--- src/rtl/axis_tx_arbiter_pkg.sv ---
// Shared types and constants for the two-requester AXIS transmit arbiter.
package axis_tx_arbiter_pkg;

  typedef enum logic [1:0] {
    StIdle,
    StGrant,
    StGap
  } arb_state_e;

  localparam int unsigned DEFAULT_IFG_CYCLES = 48;
  localparam int unsigned FRAME_COUNT_WIDTH  = 16;
  localparam int unsigned IFG_COUNT_WIDTH    = 8;

  // Round-robin pick: on contention the requester not served last wins.
  function automatic logic rr_pick(input logic [1:0] req, input logic last_owner);
    logic winner;
    if (req == 2'b11) begin
      winner = ~last_owner;
    end else begin
      winner = req[1];
    end
    return winner;
  endfunction

endpackage

--- src/rtl/axis_tx_arbiter_ifg.sv ---
// Inter-frame gap timer: load with the gap length minus one, count down while enabled.
module ifg_timer
  import axis_tx_arbiter_pkg::*;
#(
  parameter int unsigned IfgCycles = DEFAULT_IFG_CYCLES
) (
  input  logic clk_i,
  input  logic rst_i,
  input  logic load_i,
  input  logic en_i,
  output logic done_o
);

  localparam logic [IFG_COUNT_WIDTH-1:0] LoadVal =
      (IfgCycles == 0) ? '0 : IFG_COUNT_WIDTH'(IfgCycles - 1);

  logic [IFG_COUNT_WIDTH-1:0] cnt_q, cnt_d;

  always_comb begin
    cnt_d = cnt_q;
    if (load_i) begin
      cnt_d = LoadVal;
    end else if (en_i && (cnt_q != '0)) begin
      cnt_d = cnt_q - IFG_COUNT_WIDTH'(1);
    end
  end

  always_ff @(posedge clk_i) begin
    if (rst_i) begin
      cnt_q <= '0;
    end else begin
      cnt_q <= cnt_d;
    end
  end

  assign done_o = (cnt_q == '0);

endmodule

--- src/rtl/axis_tx_arbiter.sv ---
// Two-input AXIS frame arbiter with round-robin grant, whole-frame locking and
// a forced inter-frame gap on the shared output.
module axis_tx_arbiter
  import axis_tx_arbiter_pkg::*;
#(
  parameter int unsigned IFG_CYCLES = DEFAULT_IFG_CYCLES
) (
  input  logic                         clock,
  input  logic                         reset,
  input  logic [7:0]                   saxis0_tdata,
  input  logic                         saxis0_tvalid,
  output logic                         saxis0_tready,
  input  logic                         saxis0_tlast,
  input  logic [7:0]                   saxis1_tdata,
  input  logic                         saxis1_tvalid,
  output logic                         saxis1_tready,
  input  logic                         saxis1_tlast,
  output logic [7:0]                   maxis_tdata,
  output logic                         maxis_tvalid,
  input  logic                         maxis_tready,
  output logic                         maxis_tlast,
  output logic [1:0]                   grant,
  output logic [FRAME_COUNT_WIDTH-1:0] frames0,
  output logic [FRAME_COUNT_WIDTH-1:0] frames1
);

  arb_state_e state_q, state_d;
  logic owner_q, owner_d;
  logic last_q, last_d;
  logic [FRAME_COUNT_WIDTH-1:0] frames0_q, frames0_d;
  logic [FRAME_COUNT_WIDTH-1:0] frames1_q, frames1_d;
  logic timer_load, timer_en, timer_done;
  logic last_beat;

  ifg_timer #(
    .IfgCycles(IFG_CYCLES)
  ) u_ifg_timer (
    .clk_i (clock),
    .rst_i (reset),
    .load_i(timer_load),
    .en_i  (timer_en),
    .done_o(timer_done)
  );

  // Output mux: only the owner sees backpressure, and only while granted.
  always_comb begin
    maxis_tdata   = '0;
    maxis_tvalid  = 1'b0;
    maxis_tlast   = 1'b0;
    saxis0_tready = 1'b0;
    saxis1_tready = 1'b0;
    grant         = 2'b00;
    if (state_q == StGrant) begin
      if (owner_q) begin
        maxis_tdata   = saxis1_tdata;
        maxis_tvalid  = saxis1_tvalid;
        maxis_tlast   = saxis1_tlast;
        saxis1_tready = maxis_tready;
        grant         = 2'b10;
      end else begin
        maxis_tdata   = saxis0_tdata;
        maxis_tvalid  = saxis0_tvalid;
        maxis_tlast   = saxis0_tlast;
        saxis0_tready = maxis_tready;
        grant         = 2'b01;
      end
    end
  end

  assign last_beat = maxis_tvalid & maxis_tready & maxis_tlast;

  always_comb begin
    state_d    = state_q;
    owner_d    = owner_q;
    last_d     = last_q;
    frames0_d  = frames0_q;
    frames1_d  = frames1_q;
    timer_load = 1'b0;
    timer_en   = 1'b0;
    unique case (state_q)
      StIdle: begin
        if (saxis0_tvalid || saxis1_tvalid) begin
          owner_d = rr_pick({saxis1_tvalid, saxis0_tvalid}, last_q);
          state_d = StGrant;
        end
      end
      StGrant: begin
        if (last_beat) begin
          if (owner_q) begin
            frames1_d = frames1_q + FRAME_COUNT_WIDTH'(1);
          end else begin
            frames0_d = frames0_q + FRAME_COUNT_WIDTH'(1);
          end
          last_d = owner_q;
          if (IFG_CYCLES == 0) begin
            state_d = StIdle;
          end else begin
            state_d    = StGap;
            timer_load = 1'b1;
          end
        end
      end
      StGap: begin
        timer_en = 1'b1;
        if (timer_done) begin
          state_d = StIdle;
        end
      end
      default: state_d = StIdle;
    endcase
  end

  always_ff @(posedge clock) begin
    if (reset) begin
      state_q   <= StIdle;
      owner_q   <= 1'b0;
      last_q    <= 1'b1;
      frames0_q <= '0;
      frames1_q <= '0;
    end else begin
      state_q   <= state_d;
      owner_q   <= owner_d;
      last_q    <= last_d;
      frames0_q <= frames0_d;
      frames1_q <= frames1_d;
    end
  end

  assign frames0 = frames0_q;
  assign frames1 = frames1_q;

endmodule

--- config.mk ---
export PLATFORM = sky130hd
export DESIGN_NAME = axis_tx_arbiter
export DESIGN_NICKNAME = d
export VERILOG_FILES = /design/src/rtl/axis_tx_arbiter_pkg.sv /design/src/rtl/axis_tx_arbiter_ifg.sv /design/src/rtl/axis_tx_arbiter.sv
export SDC_FILE = /design/constraint.sdc
export NUM_CORES = 1
export LEC_CHECK = 0
export CAP_MARGIN = 20
export CORE_UTILIZATION = 47
export DETAILED_ROUTE_END_ITERATION = 7
export GPL_ROUTABILITY_DRIVEN = 0
export MAX_ROUTING_LAYER = met4
export PLACE_DENSITY = 0.8
export REMOVE_ABC_BUFFERS = 1
export SYNTH_ARGS = -nofsm -noshare
export SYNTH_HDL_FRONTEND = slang
export SYNTH_SLANG_ARGS = --single-unit
--- constraint.sdc ---
create_clock -name clock -period 2.7 [get_ports clock]
set_clock_uncertainty 0.05 [all_clocks]
set_input_delay 0.81 -clock clock [delete_from_list [all_inputs] [get_ports clock]]
set_output_delay 0.81 -clock clock [all_outputs]
set_load 0.01 [all_outputs]
==> metrics.txt <==
outcome=complete, no violations; core footprint=4500 um2; fin crit share=0.962; initial DRC count=131; DR vias=2305; final hold viol count=0; Fill cells=370; CP startpoint kind=flip-flop; Finished Cell Area=3210 um2; worst-path fanout max=13; post-route antenna net violation count=0; hold buffers post-CTS=0; Starting Density=0.507; Syn Area/Cell=8.36 um2; most frequent cell after synthesis=dfxtp_1; number of synthesized flops with an enable pin=0; initial antenna violation count=0; Inserted Diodes=0; share of cells above drive strength 1=0.0966; Critical Path Source=state_q[1]; first-pass GRT wire length=9140 um; Critical Path End Type=output pin; Slew @ Worst Pin=0.458 ns; Syn Std Cell Area=2280 um2; pin count of the biggest net entering global routing=45; yosys warns=0; worst vdd ir=0.275 mV; top cell type's share of synthesized area=0.386; CTS tree=done; Critical Path RT=1.84 ns; CP max-delay cell=clkdlybuf4s50_1; Setup CP Type=flip-flop to output pin; Post-Route Setup TNS=0 ns; Worst path top cell family by delay=buffers and inverters; cell breakdown of the critical path=nand2b_2 -> nor2_1 -> clkdlybuf4s50_1; Non-Filler Instances=404; nets@finish=377; synth cell count leaders=dfxtp_1, nor2_1, a21oi_1; unrepaired setup endpoints after global routing=false; Syn Inst Count=273; post-synthesis cell type count=41; Rows=24; minimum clock period after layout=2.60 ns; H-Tree Depth=2; global-route congestion overflow total=0; wire per inst=13.8 um; DRC violations left=0; Port-buffer cells=68; All-Layer GR Usage=0.230; Synth Flop Type=dfxtp_1; Rel. slew slack=0.695; hold crit path type=flip-flop to flip-flop; Reg clk slew, reported paths=0.09 ns; Num CTS Buffers=5; Ports=69; Power Density=423 nW/um2; ranking of synthesized cells by area=dfxtp_1, nor2_1, a21oi_1; clock tree buffer depth=2; DP Cell Count=396; Max Freq=0.385 GHz; Hold Path Origin=frames0[15]; clock sink count=44; Area Overhead vs Synth=40.7%; Worst-Skew Late Latency=0.31 ns; # setup viols final=0; HPWL Detailed=4010 um; total of flip-flops plus latches after synthesis=44; Root Driver=clkbuf_8; cell taking the most area after synthesis=dfxtp_1; Max Cap Viol=0; worst r2r src=owner_q; die height=71.7 um; WL final=5590 um; DR vias/cell=5.71; Critical path buffers and inverters=1; Pre-Repair DR Iteration Count=4; post-synthesis sequential area ratio=0.386; Critical Path AT=1.74 ns; Post-Place Cell Area=3110 um2; Die ar.=5140 um2; critical path's largest stage delay=0.55 ns; Synth async-reset ratio=0; vias in the first global route=2074; Die X=71.7 um; LEAKAGE=1.10 nW; Slew Limit Fails=0
## power breakdown
group	switching (mW)	total, mW	leakage [nW]	internal [mW]
clock	0.245	0.524	0.0548	0.279
sequential	0.00643	0.662	0.355	0.656
combinational	0.0839	0.173	0.692	0.0892
## placed cells by master (no fill, tap or decap), types with 2 or more instances in the layout
| cell | netlist | routed |
|---|---|---|
| or3_1 | 12 | 12 |
| nor3_1 | 8 | 8 |
| nor2_1 | 35 | 35 |
| clkbuf_8 | 0 | 5 |
| nand4_1 | 6 | 6 |
| dlygate4sd2_1 | 0 | 13 |
| mux2i_1 | 12 | 12 |
| and4_1 | 3 | 3 |
| or2_2 | 2 | 2 |
| nand2_1 | 14 | 14 |
| xnor2_1 | 11 | 11 |
| a21oi_1 | 24 | 24 |
| xor2_1 | 2 | 2 |
| or4_1 | 12 | 12 |
| inv_1 | 9 | 9 |
| and3b_1 | 2 | 2 |
| nor4_1 | 3 | 3 |
| buf_4 | 1 | 17 |
| o31ai_1 | 11 | 11 |
| nor4b_1 | 3 | 3 |
| o21ai_0 | 11 | 11 |
| nand3_1 | 12 | 12 |
| dfxtp_1 | 44 | 44 |
| ha_1 | 3 | 3 |
| a31oi_1 | 2 | 2 |
| nand4b_1 | 2 | 2 |
| nand3b_4 | 2 | 2 |
| clkdlybuf4s50_1 | 0 | 53 |
## cells by family (layout without fill, tap and decap cells)
family                   Yosys count  count (layout)  synth area share
AO/OA/AOI/OAI                     54              54             0.140
XOR/XNOR                          13              13            0.0499
adder cells (fa/ha/maj)            3               3            0.0164
buffers and inverters             24             103            0.0450
flip-flops                        44              44             0.386
multiplexers                      13              13            0.0576
AND/OR/NAND/NOR                  122             122             0.305
## state kept, by name, indices dropped and copies added (netlist names)
name and flops:
state_q 2, owner_q 1, u_ifg_timer.cnt_q 8, frames1 16, last_q 1, frames0 16
## metrics by stage
stage	worst slack [ns]	hold slack, ns	util	total power [mW]
6_report	0.103	0.433	0.713	1.36
2_1_floorplan	0.396	0.385	-	0.748
3_5_place_dp	-0.290	0.413	0.690	0.860
4_1_cts	0.00229	0.438	0.713	1.37
5_1_grt	0.0260	0.477	0.713	1.41
3_3_place_gp	-0.250	0.410	0.690	0.857
## final timing paths
path                 endpoint  slack, ns  depth (start not counted)
setup / recovery     grant[1]       0.10                          3
hold / removal    frames0[15]       0.43                          2
setup reg to reg  frames1[15]       0.60                          5
hold reg to reg   frames0[15]       0.43                          2
## worst register-to-register path, cell delays in order (launching register included)
cell and delay, ns:
dfxtp_1 0.32, buf_4 0.26, nand3_4 0.11, or4_1 0.66, or4_1 0.51, a21oi_1 0.14
## per-layer routing
metal | routed length, um | track usage | vias up | share of wire
met5 | 0 | - | - | 0
li1 | - | - | 1149 | -
met4 | 63 | 0.0763 | 0 | 0.011
met2 | 2700 | 0.379 | 68 | 0.48
met3 | 244 | 0.0492 | 7 | 0.044
met1 | 2580 | 0.280 | 1081 | 0.46
## repair_timing
item,in CTS,in global routing
gates resized for setup,17,1
endpoints found under the setup margin,14,3
buffers inserted,0,0
## layout make-up
cell class                      instances  area [um2]  share of cell area
Timing Repair Buffer                   86         816               0.254
Sequential cell                        44         881               0.274
Clock buffer                            5        68.8              0.0214
Clock inverter                          3        46.3              0.0144
Multi-Input combinational cell        205        1300               0.405
Tap cell                               52        65.1              0.0203
Inverter                                9        33.8              0.0105
Power figures use the tool's default switching activity.
